[config.mk]
export PLATFORM = sky130hd
export DESIGN_NAME = y_update_sequencer_flat
export DESIGN_NICKNAME = d
export VERILOG_FILES = /design/src/rtl/y_update_pkg.sv /design/src/rtl/y_update_sequencer_if.sv /design/src/rtl/y_phase_watchdog.sv /design/src/rtl/y_update_sequencer.sv /design/src/flat_wrapper.sv
export SDC_FILE = /design/constraint.sdc
export NUM_CORES = 1
export LEC_CHECK = 0
export ABC_AREA = 1
export CORE_ASPECT_RATIO = 0.9
export CORE_UTILIZATION = 57
export CTS_BUF_LIST = sky130_fd_sc_hd__clkbuf_2 sky130_fd_sc_hd__clkbuf_4 sky130_fd_sc_hd__clkbuf_8
export DETAILED_ROUTE_END_ITERATION = 16
export GPL_TIMING_DRIVEN = 0
export PLACE_DENSITY = 0.93
export SYNTH_ARGS = -nofsm -noshare
export SYNTH_HDL_FRONTEND = slang
export SYNTH_SLANG_ARGS = --single-unit
[constraint.sdc]
create_clock -name clock -period 2.4 [get_ports clock]
set_input_delay 0.24 -clock clock [delete_from_list [all_inputs] [get_ports clock]]
set_output_delay 0.24 -clock clock [all_outputs]
set_load 0.02 [all_outputs]
[src/rtl/y_update_pkg.sv]
// Shared definitions for the Y-update loop sequencer.
//   seq_state_e : sequencer FSM states
//   ERR_*       : values reported on op_errorCode
//   is_busy()   : true for the states that make up an active run
package y_update_pkg;

  typedef enum logic [2:0] {
    StIdle,
    StUpdate,
    StWrite,
    StCheck,
    StDone,
    StError
  } seq_state_e;

  localparam logic [1:0] ERR_NONE  = 2'b00;
  localparam logic [1:0] ERR_STRAY = 2'b01;
  localparam logic [1:0] ERR_BOTH  = 2'b10;
  localparam logic [1:0] ERR_TMO   = 2'b11;

  function automatic logic is_busy(input seq_state_e s);
    return (s == StUpdate) || (s == StWrite) || (s == StCheck);
  endfunction

endpackage

[src/rtl/y_update_sequencer_if.sv]
// Control/status bundle between the Y-update sequencer and its surroundings.
//   in_*  : run control and phase done flags, driven by the environment
//   op_*  : phase enables and run status, driven by the sequencer
// Modports:
//   master : the sequencer side
//   slave  : the environment side (compute/write modules, host)
interface y_update_sequencer_if #(
  parameter int unsigned ITER_W = 8
);

  logic              in_start;
  logic              in_abort;
  logic              in_clearErr;
  logic              in_converged;
  logic              in_updateYCtrlPathDoneFlag;
  logic              in_updateYwriteDoneFlag;

  logic              op_updateYmoduleEnable;
  logic              op_writeYvalEnable;
  logic              op_busy;
  logic              op_allDone;
  logic [ITER_W-1:0] op_iterCount;
  logic              op_error;
  logic [1:0]        op_errorCode;

  modport master (
    input  in_start,
    input  in_abort,
    input  in_clearErr,
    input  in_converged,
    input  in_updateYCtrlPathDoneFlag,
    input  in_updateYwriteDoneFlag,
    output op_updateYmoduleEnable,
    output op_writeYvalEnable,
    output op_busy,
    output op_allDone,
    output op_iterCount,
    output op_error,
    output op_errorCode
  );

  modport slave (
    output in_start,
    output in_abort,
    output in_clearErr,
    output in_converged,
    output in_updateYCtrlPathDoneFlag,
    output in_updateYwriteDoneFlag,
    input  op_updateYmoduleEnable,
    input  op_writeYvalEnable,
    input  op_busy,
    input  op_allDone,
    input  op_iterCount,
    input  op_error,
    input  op_errorCode
  );

endinterface

[src/rtl/y_phase_watchdog.sv]
// Phase watchdog: counts cycles spent in one enabled phase.
//   clk_i     : clock, rising edge
//   rst_ni    : asynchronous active-low reset
//   clear_i   : restart the count (a state change is happening)
//   count_i   : advance the count this cycle
//   expired_o : count has reached TIMEOUT_CYC-1
// The counter saturates at its limit so it can never wrap back to a safe value.
module y_phase_watchdog #(
  parameter int unsigned TIMEOUT_CYC = 1024,
  parameter int unsigned TMO_W       = 11
) (
  input  logic clk_i,
  input  logic rst_ni,
  input  logic clear_i,
  input  logic count_i,
  output logic expired_o
);

  localparam logic [TMO_W-1:0] Limit = TMO_W'(TIMEOUT_CYC - 1);

  logic [TMO_W-1:0] cnt_d, cnt_q;

  always_comb begin
    cnt_d = cnt_q;
    if (clear_i) begin
      cnt_d = '0;
    end else if (count_i && (cnt_q != Limit)) begin
      cnt_d = cnt_q + TMO_W'(1);
    end
  end

  always_ff @(posedge clk_i or negedge rst_ni) begin
    if (!rst_ni) begin
      cnt_q <= '0;
    end else begin
      cnt_q <= cnt_d;
    end
  end

  assign expired_o = (cnt_q == Limit);

endmodule

[src/rtl/y_update_sequencer.sv]
// Top-level scheduler for the Y-update loop.
// Alternates the compute phase (UPDATE) and the Y SRAM write phase (WRITE),
// counts completed iterations and stops on NUM_ITER or on convergence. Stray or
// simultaneous done flags and hung phases park the FSM in a sticky ERROR state.
// Ports:
//   clock : system clock, rising edge
//   reset : asynchronous active-low reset
//   bus   : control/status bundle (master side); all op_* outputs registered
module y_update_sequencer
  import y_update_pkg::*;
#(
  parameter int unsigned NUM_ITER    = 8,
  parameter int unsigned ITER_W      = 8,
  parameter int unsigned TIMEOUT_CYC = 1024,
  parameter int unsigned TMO_W       = 11
) (
  input  logic                 clock,
  input  logic                 reset,
  y_update_sequencer_if.master bus
);

  seq_state_e        state_d, state_q;
  logic [ITER_W-1:0] iter_d, iter_q;
  logic [1:0]        err_code_d, err_code_q;
  logic              upd_en_q, wr_en_q, busy_q, all_done_q, error_q;

  logic upd_done, wr_done;
  logic wdg_clear, wdg_count, wdg_expired;

  assign upd_done = bus.in_updateYCtrlPathDoneFlag;
  assign wr_done  = bus.in_updateYwriteDoneFlag;

  // Any state change restarts the watchdog; it only runs while a phase is enabled.
  assign wdg_clear = (state_d != state_q);
  assign wdg_count = (state_q == StUpdate) || (state_q == StWrite);

  y_phase_watchdog #(
    .TIMEOUT_CYC (TIMEOUT_CYC),
    .TMO_W       (TMO_W)
  ) u_watchdog (
    .clk_i     (clock),
    .rst_ni    (reset),
    .clear_i   (wdg_clear),
    .count_i   (wdg_count),
    .expired_o (wdg_expired)
  );

  // Next state. In busy states: abort > both-done > stray-done > normal > timeout.
  // Timeout only fires when no done flag is present, so it never competes with
  // the done-driven transitions.
  always_comb begin
    state_d    = state_q;
    err_code_d = err_code_q;

    unique case (state_q)
      StIdle: begin
        if (bus.in_start) begin
          state_d = StUpdate;
        end
      end

      StUpdate, StWrite, StCheck: begin
        if (bus.in_abort) begin
          state_d = StIdle;
        end else if (upd_done && wr_done) begin
          state_d    = StError;
          err_code_d = ERR_BOTH;
        end else begin
          unique case (state_q)
            StUpdate: begin
              if (wr_done) begin
                state_d    = StError;
                err_code_d = ERR_STRAY;
              end else if (upd_done) begin
                state_d = StWrite;
              end else if (wdg_expired) begin
                state_d    = StError;
                err_code_d = ERR_TMO;
              end
            end
            StWrite: begin
              if (upd_done) begin
                state_d    = StError;
                err_code_d = ERR_STRAY;
              end else if (wr_done) begin
                state_d = StCheck;
              end else if (wdg_expired) begin
                state_d    = StError;
                err_code_d = ERR_TMO;
              end
            end
            default: begin
              // StCheck: one cycle, any done flag here is left over from a source
              // that did not drop it.
              if (upd_done || wr_done) begin
                state_d    = StError;
                err_code_d = ERR_STRAY;
              end else if ((iter_q == ITER_W'(NUM_ITER)) || bus.in_converged) begin
                state_d = StDone;
              end else begin
                state_d = StUpdate;
              end
            end
          endcase
        end
      end

      StDone: begin
        state_d = StIdle;
      end

      StError: begin
        if (bus.in_clearErr) begin
          state_d    = StIdle;
          err_code_d = ERR_NONE;
        end
      end

      default: begin
        state_d    = StIdle;
        err_code_d = ERR_NONE;
      end
    endcase
  end

  // Iteration count: cleared by a start, bumped on each completed write phase,
  // otherwise held (including across abort and DONE).
  always_comb begin
    iter_d = iter_q;
    if ((state_q == StIdle) && bus.in_start) begin
      iter_d = '0;
    end else if ((state_q == StWrite) && (state_d == StCheck)) begin
      iter_d = iter_q + ITER_W'(1);
    end
  end

  // Outputs are decoded from the next state so that they are registered yet
  // line up with the state register.
  always_ff @(posedge clock or negedge reset) begin
    if (!reset) begin
      state_q    <= StIdle;
      iter_q     <= '0;
      err_code_q <= ERR_NONE;
      upd_en_q   <= 1'b0;
      wr_en_q    <= 1'b0;
      busy_q     <= 1'b0;
      all_done_q <= 1'b0;
      error_q    <= 1'b0;
    end else begin
      state_q    <= state_d;
      iter_q     <= iter_d;
      err_code_q <= err_code_d;
      upd_en_q   <= (state_d == StUpdate);
      wr_en_q    <= (state_d == StWrite);
      busy_q     <= is_busy(state_d);
      all_done_q <= (state_d == StDone);
      error_q    <= (state_d == StError);
    end
  end

  assign bus.op_updateYmoduleEnable = upd_en_q;
  assign bus.op_writeYvalEnable     = wr_en_q;
  assign bus.op_busy                = busy_q;
  assign bus.op_allDone             = all_done_q;
  assign bus.op_iterCount           = iter_q;
  assign bus.op_error               = error_q;
  assign bus.op_errorCode           = err_code_q;

endmodule

[src/flat_wrapper.sv]
// flat-port wrapper written by rule: the top's interface ports become plain ports
module y_update_sequencer_flat import y_update_pkg::*;
#(
  parameter int unsigned NUM_ITER    = 8,
  parameter int unsigned ITER_W      = 8,
  parameter int unsigned TIMEOUT_CYC = 1024,
  parameter int unsigned TMO_W       = 11
)
  (clock, reset, bus_in_start, bus_in_abort, bus_in_clearErr, bus_in_converged, bus_in_updateYCtrlPathDoneFlag, bus_in_updateYwriteDoneFlag, bus_op_updateYmoduleEnable, bus_op_writeYvalEnable, bus_op_busy, bus_op_allDone, bus_op_iterCount, bus_op_error, bus_op_errorCode);
  y_update_sequencer_if #(.ITER_W(ITER_W)) bus_i ();
  input  logic clock;
  input  logic reset;
  input wire logic [$bits(bus_i.in_start)-1:0] bus_in_start;
  input wire logic [$bits(bus_i.in_abort)-1:0] bus_in_abort;
  input wire logic [$bits(bus_i.in_clearErr)-1:0] bus_in_clearErr;
  input wire logic [$bits(bus_i.in_converged)-1:0] bus_in_converged;
  input wire logic [$bits(bus_i.in_updateYCtrlPathDoneFlag)-1:0] bus_in_updateYCtrlPathDoneFlag;
  input wire logic [$bits(bus_i.in_updateYwriteDoneFlag)-1:0] bus_in_updateYwriteDoneFlag;
  output wire logic [$bits(bus_i.op_updateYmoduleEnable)-1:0] bus_op_updateYmoduleEnable;
  output wire logic [$bits(bus_i.op_writeYvalEnable)-1:0] bus_op_writeYvalEnable;
  output wire logic [$bits(bus_i.op_busy)-1:0] bus_op_busy;
  output wire logic [$bits(bus_i.op_allDone)-1:0] bus_op_allDone;
  output wire logic [$bits(bus_i.op_iterCount)-1:0] bus_op_iterCount;
  output wire logic [$bits(bus_i.op_error)-1:0] bus_op_error;
  output wire logic [$bits(bus_i.op_errorCode)-1:0] bus_op_errorCode;
  assign bus_i.in_start = bus_in_start;
  assign bus_i.in_abort = bus_in_abort;
  assign bus_i.in_clearErr = bus_in_clearErr;
  assign bus_i.in_converged = bus_in_converged;
  assign bus_i.in_updateYCtrlPathDoneFlag = bus_in_updateYCtrlPathDoneFlag;
  assign bus_i.in_updateYwriteDoneFlag = bus_in_updateYwriteDoneFlag;
  assign bus_op_updateYmoduleEnable = bus_i.op_updateYmoduleEnable;
  assign bus_op_writeYvalEnable = bus_i.op_writeYvalEnable;
  assign bus_op_busy = bus_i.op_busy;
  assign bus_op_allDone = bus_i.op_allDone;
  assign bus_op_iterCount = bus_i.op_iterCount;
  assign bus_op_error = bus_i.op_error;
  assign bus_op_errorCode = bus_i.op_errorCode;
  y_update_sequencer #(.NUM_ITER(NUM_ITER), .ITER_W(ITER_W), .TIMEOUT_CYC(TIMEOUT_CYC), .TMO_W(TMO_W)) u_core (.clock(clock), .reset(reset), .bus(bus_i));
endmodule
# Word-level counts from Yosys, hierarchy flattened
# Cells that the tools add are included.
[word_totals]
reg_bits = 29
latchBits = 0
ramBits = 0
romBits = 0
inputBits = 8
out_inout_bits = 15
elab_cells = 74
n_memories = 0
[classes]
addsub = 2
n_mul = 0
div = 0
order_cmp = 0
n_eq_ne = 19
n_shift = 0
n_mux = 28
n_bitwise = 1
reduce_logical = 15
[ops]
columns = ["op", "count"]
rows = [
  ["3-bit 2-to-1 mux", 11],
  ["11-bit 2-to-1 mux", 2],
  ["2-bit 2-to-1 mux", 9],
  ["8-bit 2-to-1 mux", 2],
  ["3-bit by 2-bit equality test with 1-bit output, second input constant", 4],
  ["3-bit equality test, second input constant", 4],
  ["11-bit by 1-bit adder with 11-bit output, second input constant", 1],
  ["11-bit by 10-bit equality test with 1-bit output, second input constant", 1],
  ["11-bit by 10-bit inequality test with 1-bit output, second input constant", 1],
  ["5-bit inequality test, second input constant", 2],
  ["3-bit case mux with 3 select lines", 1],
  ["8-bit by 1-bit adder with 8-bit output, second input constant", 1],
  ["8-bit by 4-bit equality test with 1-bit output, second input constant", 1],
  ["3-bit by 1-bit equality test with 1-bit output, second input constant", 2],
  ["2-bit case mux with 3 select lines", 1],
  ["3-bit case mux with 2 select lines", 1],
  ["6-bit AND reduction", 1],
  ["1-bit logical OR", 5],
  ["5-bit by 1-bit inequality test with 1-bit output, second input constant", 1],
  ["1-bit logical AND", 4],
  ["2-bit inequality test, second input constant", 2],
  ["2-bit case mux with 2 select lines", 1],
  ["2-bit nonzero test", 2],
  ["3-bit logical NOT", 1],
  ["4 further kinds", 4],
]

# Depth between registers and ports, before layout
[depth]
ltp_word = 12
mapped_depth = 14
mapped_depth_nobuf = 13

# Hierarchy
# Synthesis repeated with hierarchy kept, for this count alone.
[unflattened]
cells_unflattened = 253
area_unflattened_um2 = 1830.5
[by_module_without_submodules]
columns = ["module", "instances", "cells_per_inst", "area_each_um2", "seq_area_each_um2"]
rows = [
  ["y_update_sequencer", 1, 152, 1123.6, 450.4],
  ["y_phase_watchdog", 1, 101, 706.9, 275.3],
]

# Worst setup path after synthesis
# Ideal clock, no wire load.
[synth_timing]
path_type = "register to register"
startpoint = "register u_core.iter_q[0] (netlist: u_core.bus.op_iterCount[0])"
endpoint = "register u_core.u_watchdog.cnt_q[10]"
setup_time_ns = 0.122
arrival_ns = 1.683
t_required_ns = 2.278
slack_ns = 0.595
path_stages_with_launch = 15
path_buffers = 1
period_less_slack_ns = 1.805
cell_sequence = "dfrtp_1 inv_1 ha_1 nand3_1 o21ai_0 nand2_1 nand2_2 nand3_2 nand2_2 nand2_4 nand2_1 nand2_1 nand3_2 buf_6 nor2_2"
[synth_via]
elab_chain_cells = 10
word_cells_on_any_way = 11
classes_between = "2 x eq/ne; 7 x mux; 2 x reduce/logical"
[synth_lines]
columns = ["item", "line_no", "source"]
rows = [
  ["start: declaration", "y_update_sequencer.sv:23", "logic [ITER_W-1:0] iter_d, iter_q;"],
  ["start signal: assignment", "y_update_sequencer.sv:151", "iter_q <= iter_d;"],
  ["8-bit by 4-bit equality test with 1-bit output *", "y_update_sequencer.sv:98", "end else if ((iter_q == ITER_W'(NUM_ITER)) || bus.in_converged) begin"],
  ["1-bit logical OR *", "y_update_sequencer.sv:98", ""],
  ["3-bit 2-to-1 mux *", "y_update_sequencer.sv:98", ""],
  ["3-bit 2-to-1 mux *", "y_update_sequencer.sv:95", "if (upd_done || wr_done) begin"],
  ["3-bit case mux with 2 select lines *", "y_update_sequencer.sv:69", "unique case (state_q)"],
  ["3-bit 2-to-1 mux *", "y_update_sequencer.sv:65", "end else if (upd_done && wr_done) begin"],
  ["3-bit 2-to-1 mux *", "y_update_sequencer.sv:63", "if (bus.in_abort) begin"],
  ["3-bit case mux with 3 select lines *", "y_update_sequencer.sv:55", "unique case (state_q)"],
  ["net u_core.state_d[0]", "y_update_sequencer.sv:22", "seq_state_e state_d, state_q;"],
  ["3-bit inequality test *", "y_update_sequencer.sv:34", "assign wdg_clear = (state_d != state_q);"],
  ["11-bit 2-to-1 mux / 2-bit nonzero test (equally long branches)", "-", ""],
  ["end signal: assignment", "y_phase_watchdog.sv:36", "cnt_q <= cnt_d;"],
  ["end: declaration", "y_phase_watchdog.sv:21", "logic [TMO_W-1:0] cnt_d, cnt_q;"],
]
# The timed path passes the listed nets; every way through them passes the cells marked *.
# A chain may end at the register's enable or synchronous reset.

# Worst setup path after layout
[layout_timing]
startpoint = "register u_core.iter_q[0] (netlist: u_core.bus.op_iterCount[0])"
endpoint = "register u_core.u_watchdog.cnt_q[7]"
# Same word-level chain as after synthesis.

==> results.txt <==
Leakage power - 1.036 nW
Sequential fraction of the synthesis area - 39.19%
Nets - 268
Buf/Inv on CP - 2
I/O Buffers - 22
Final min period - 1.976 ns
P_sw - 885.8 µW
Clock Skew - 0.01021 ns
Measured slew at the worst slew-check pin - 0.6286 ns
CTS buffer count - 5
Peak fanout along the critical path - 10
Syn-to-layout area delta - 18.18%
Overall routing resource usage - 24.74%
ANT nets after route - 0
Post-route setup TNS - 0 ns
Starting DRT DRC Count - 90
Crit-path max cell delay - 0.42 ns
Status - finished clean
Sink Count - 29
Die Ht - 56.07 µm
Count of final setup violators - 0
Pwr Total - 1.983 mW
Vias/cell - 5.154
Number of warnings issued by yosys - 0
Cells after synthesis - 227
CP Data Required Time - 2.62 ns
WL final - 3625 µm
DPL Wire Length - 2656 µm
Fraction of layout instances using a drive strength above 1 - 20.62%
Startpoint type of the worst setup path - flip-flop
Setup Fix Bufs, Post-CTS - 0
Final Max Slew Viols - 0
I/O pin count - 23
Syn nets - 238
Max-Cap Viols - 0
Cell mode on critical path - nand2_1
Final setup margin - 0.4241 ns
Vias in the first global route - 1455
Clk root buf - clkbuf_4
Fmax - 506.1 MHz
Final hold slack - 0.4584 ns
Per-cell routed wire length - 12.12 µm
TritonRoute pass-1 iters - 4
Initial antenna violation count - 0
Core area - 0.003067 mm²
Register Area - 725.7 µm²
Synth cell types - 32
Initial core utilization - 60.38%
First-pass GRT wire length - 6320 µm
CTS clk-pin slew, worst paths - 0.08 ns
Final hold viol count - 0
Int Pwr - 1.097 mW
Sequential cell fraction of total power - 32.2%
Vias - 1541
Most common cell after layout, fill and taps aside - nand2_1
Avg Cell Area, Syn - 8.158 µm²
N_diodes - 0
Num rows - 19
Grt total ovfl - 0
DRC - 0
Slew headroom - 58.10%
CP delay by family, top - simple AND/OR/NAND/NOR gates
Reg2reg setup slack - 0.42 ns
Clk buf depth - 2
Power per Cell Area - 906.0 mW/mm²
Reg-to-reg endpoint - u_core.u_watchdog.cnt_q[7]
Multi-input gate area - 998.5 µm²
WP data arrival - 2.19 ns
Unrepaired setup endpoints after global routing - no
Largest net degree at the start of global routing - 30
Register-to-Register Path Depth - 14
Period utilization - 82.33%
Die Wd - 62.08 µm
CP max stage cell - dfrtp_1
Worst slack, placed - 0.2828 ns
Switching share of total power - 44.68%
Clk Latency, worst-skew pair - 0.33 ns
Final cell count without fillers - 299
Die area - 0.003481 mm²
Critical-path cell list - inv_1 > ha_1 > nand3_1 > o21ai_0 > nand2_1 > nand2_2 > nand3_2 > nand2_2 > nand2_4 > nand2_1 > nand2_1 > nand3_2 > buf_6 > nor2_2
Crit Path Class - reg2reg
Maximum vdd drop - 0.6973 mV
Commonest cells after routing, fill and taps aside - 50 x nand2_1, 29 x dfrtp_1, 23 x nand3_1
Critical R2R Launch - u_core.bus.op_iterCount[0]
Routability cong. - 0.9015
Placed Cells incl. Taps - 291
H-tree depth - 2
Power share of the clock group - 15.6%
# fillers - 229
HP Class - in2async
Comb pwr share - 52.2%
CP Capture Type - flip-flop
TritonCTS clock tree - yes
Mapped Area - 0.001852 mm²
Flops & latches, synth - 29
## cell type report
cell class | count | area share, %
plain buffers | 3 | 1.201
clock buffers | 7 | 2.687
inverters | 27 | 4.631
multi-input cells | 168 | 45.63
flip-flops and latches | 29 | 33.16
well taps | 42 | 2.401
repair buffers | 23 | 10.29
## kinds of logic after synthesis
logic type	Yosys count	share of synthesized area [%]
AOI/OAI and AO/OA	17	6.081
and+or+nand+nor	133	38.72
adders and majority gates	3	2.027
DFF	29	39.19
buffers and inverters	30	6.892
xor gates and xnor gates	15	7.095
## worst reg2reg max path, stage by stage, from the launching register on
cell and delay (ns):
dfrtp_1 0.42, inv_1 0.11, ha_1 0.20, nand3_1 0.10
o21ai_0 0.20, nand2_1 0.10, nand2_2 0.07, nand3_2 0.06
nand2_2 0.11, nand2_4 0.09, nand2_1 0.07, nand2_1 0.05
nand3_2 0.07, buf_6 0.17, nor2_2 0.05
## state kept, by name (all words and copies together) (netlist names)
register and flops:
u_core.state_q 3, u_core.bus.op_errorCode 2, u_core.bus.op_updateYmoduleEnable 1, u_core.bus.op_busy 1
u_core.bus.op_allDone 1, u_core.u_watchdog.cnt_q 11, u_core.bus.op_iterCount 8, u_core.bus.op_writeYvalEnable 1
u_core.bus.op_error 1
## per-stage QoR
stage / utilization [%] / instance area [µm²]
global placement: 69.28 / 2125
finish: 71.36 / 2188
CTS: 71.20 / 2183
global route: 71.36 / 2188
floorplan: - / 1852
detailed placement: 69.28 / 2125
## layer usage
| metal | GRT usage (%) | wire length, µm | vias to the layer above |
|---|---|---|---|
| li1 | - | - | 783 |
| met2 | 36.17 | 1602 | 39 |
| met4 | 7.619 | 58 | 0 |
| met3 | 6.512 | 160 | 8 |
| met1 | 35.51 | 1805 | 711 |
| met5 | 0 | 0 | - |
## worst max-delay path by stage
stage,start,end,slack (ns),cells after the start
6_report,u_core.bus.op_iterCount[0],u_core.u_watchdog.cnt_q[7],0.42,14
3_3_place_gp,bus_in_updateYCtrlPathDoneFlag,u_core.u_watchdog.cnt_q[10],0.33,12
2_1_floorplan,u_core.bus.op_iterCount[0],u_core.u_watchdog.cnt_q[10],0.59,14
5_1_grt,u_core.bus.op_iterCount[0],u_core.bus.op_iterCount[7],0.25,13
4_1_cts,u_core.bus.op_iterCount[0],u_core.u_watchdog.cnt_q[10],0.45,14
3_5_place_dp,bus_in_updateYCtrlPathDoneFlag,u_core.u_watchdog.cnt_q[7],0.28,12
## cells in the mapped netlist
master    instances  area share, %
nor2_1           19            3.9
nor3_4            1           0.88
nand2_4           2            1.2
o21ai_1           2           0.54
a31oi_1           2           0.68
nand2_2           7            2.4
ha_1              3            2.0
nor2_4            3            1.8
a21oi_1           3           0.81
xnor2_1           1           0.47
nand3_2           5            2.7
nand4_1           2           0.68
clkbuf_1          1           0.20
nand3_1          23            6.2
xor2_1           14            6.6
inv_2             8            1.6
o21ai_4           1           0.88
a22oi_1           1           0.41
nand2_1          50             10
nor3_1            3           0.81
dfrtp_1          29             39
a31oi_2           1           0.68
nand3b_1          3            1.2
nor2_2           11            3.7
inv_1            19            3.9
nor2_8            1            1.1
o21ai_2           1           0.47
o21ai_0           6            1.6
and3_1            1           0.34
buf_6             2            1.2
nand4_4           1            1.1
nor3_2            1           0.54
## power by group through the flow
stage | combinational [mW] | sequential [mW] | clock, mW
after floorplan | 0.680 | 0.713 | 0
after global routing | 1.14 | 0.649 | 0.347
final | 1.04 | 0.639 | 0.309
after global placement | 1.01 | 0.643 | 0
after detailed placement | 1.03 | 0.645 | 0
after CTS | 1.04 | 0.638 | 0.314
## repair_timing
item | in CTS | in global routing
gates resized for setup | 0 | 0
setup endpoints to repair | 0 | 0
hold endpoints to repair | 0 | 29
hold buffers | 0 | 1
(Power assumes the default switching activity.)
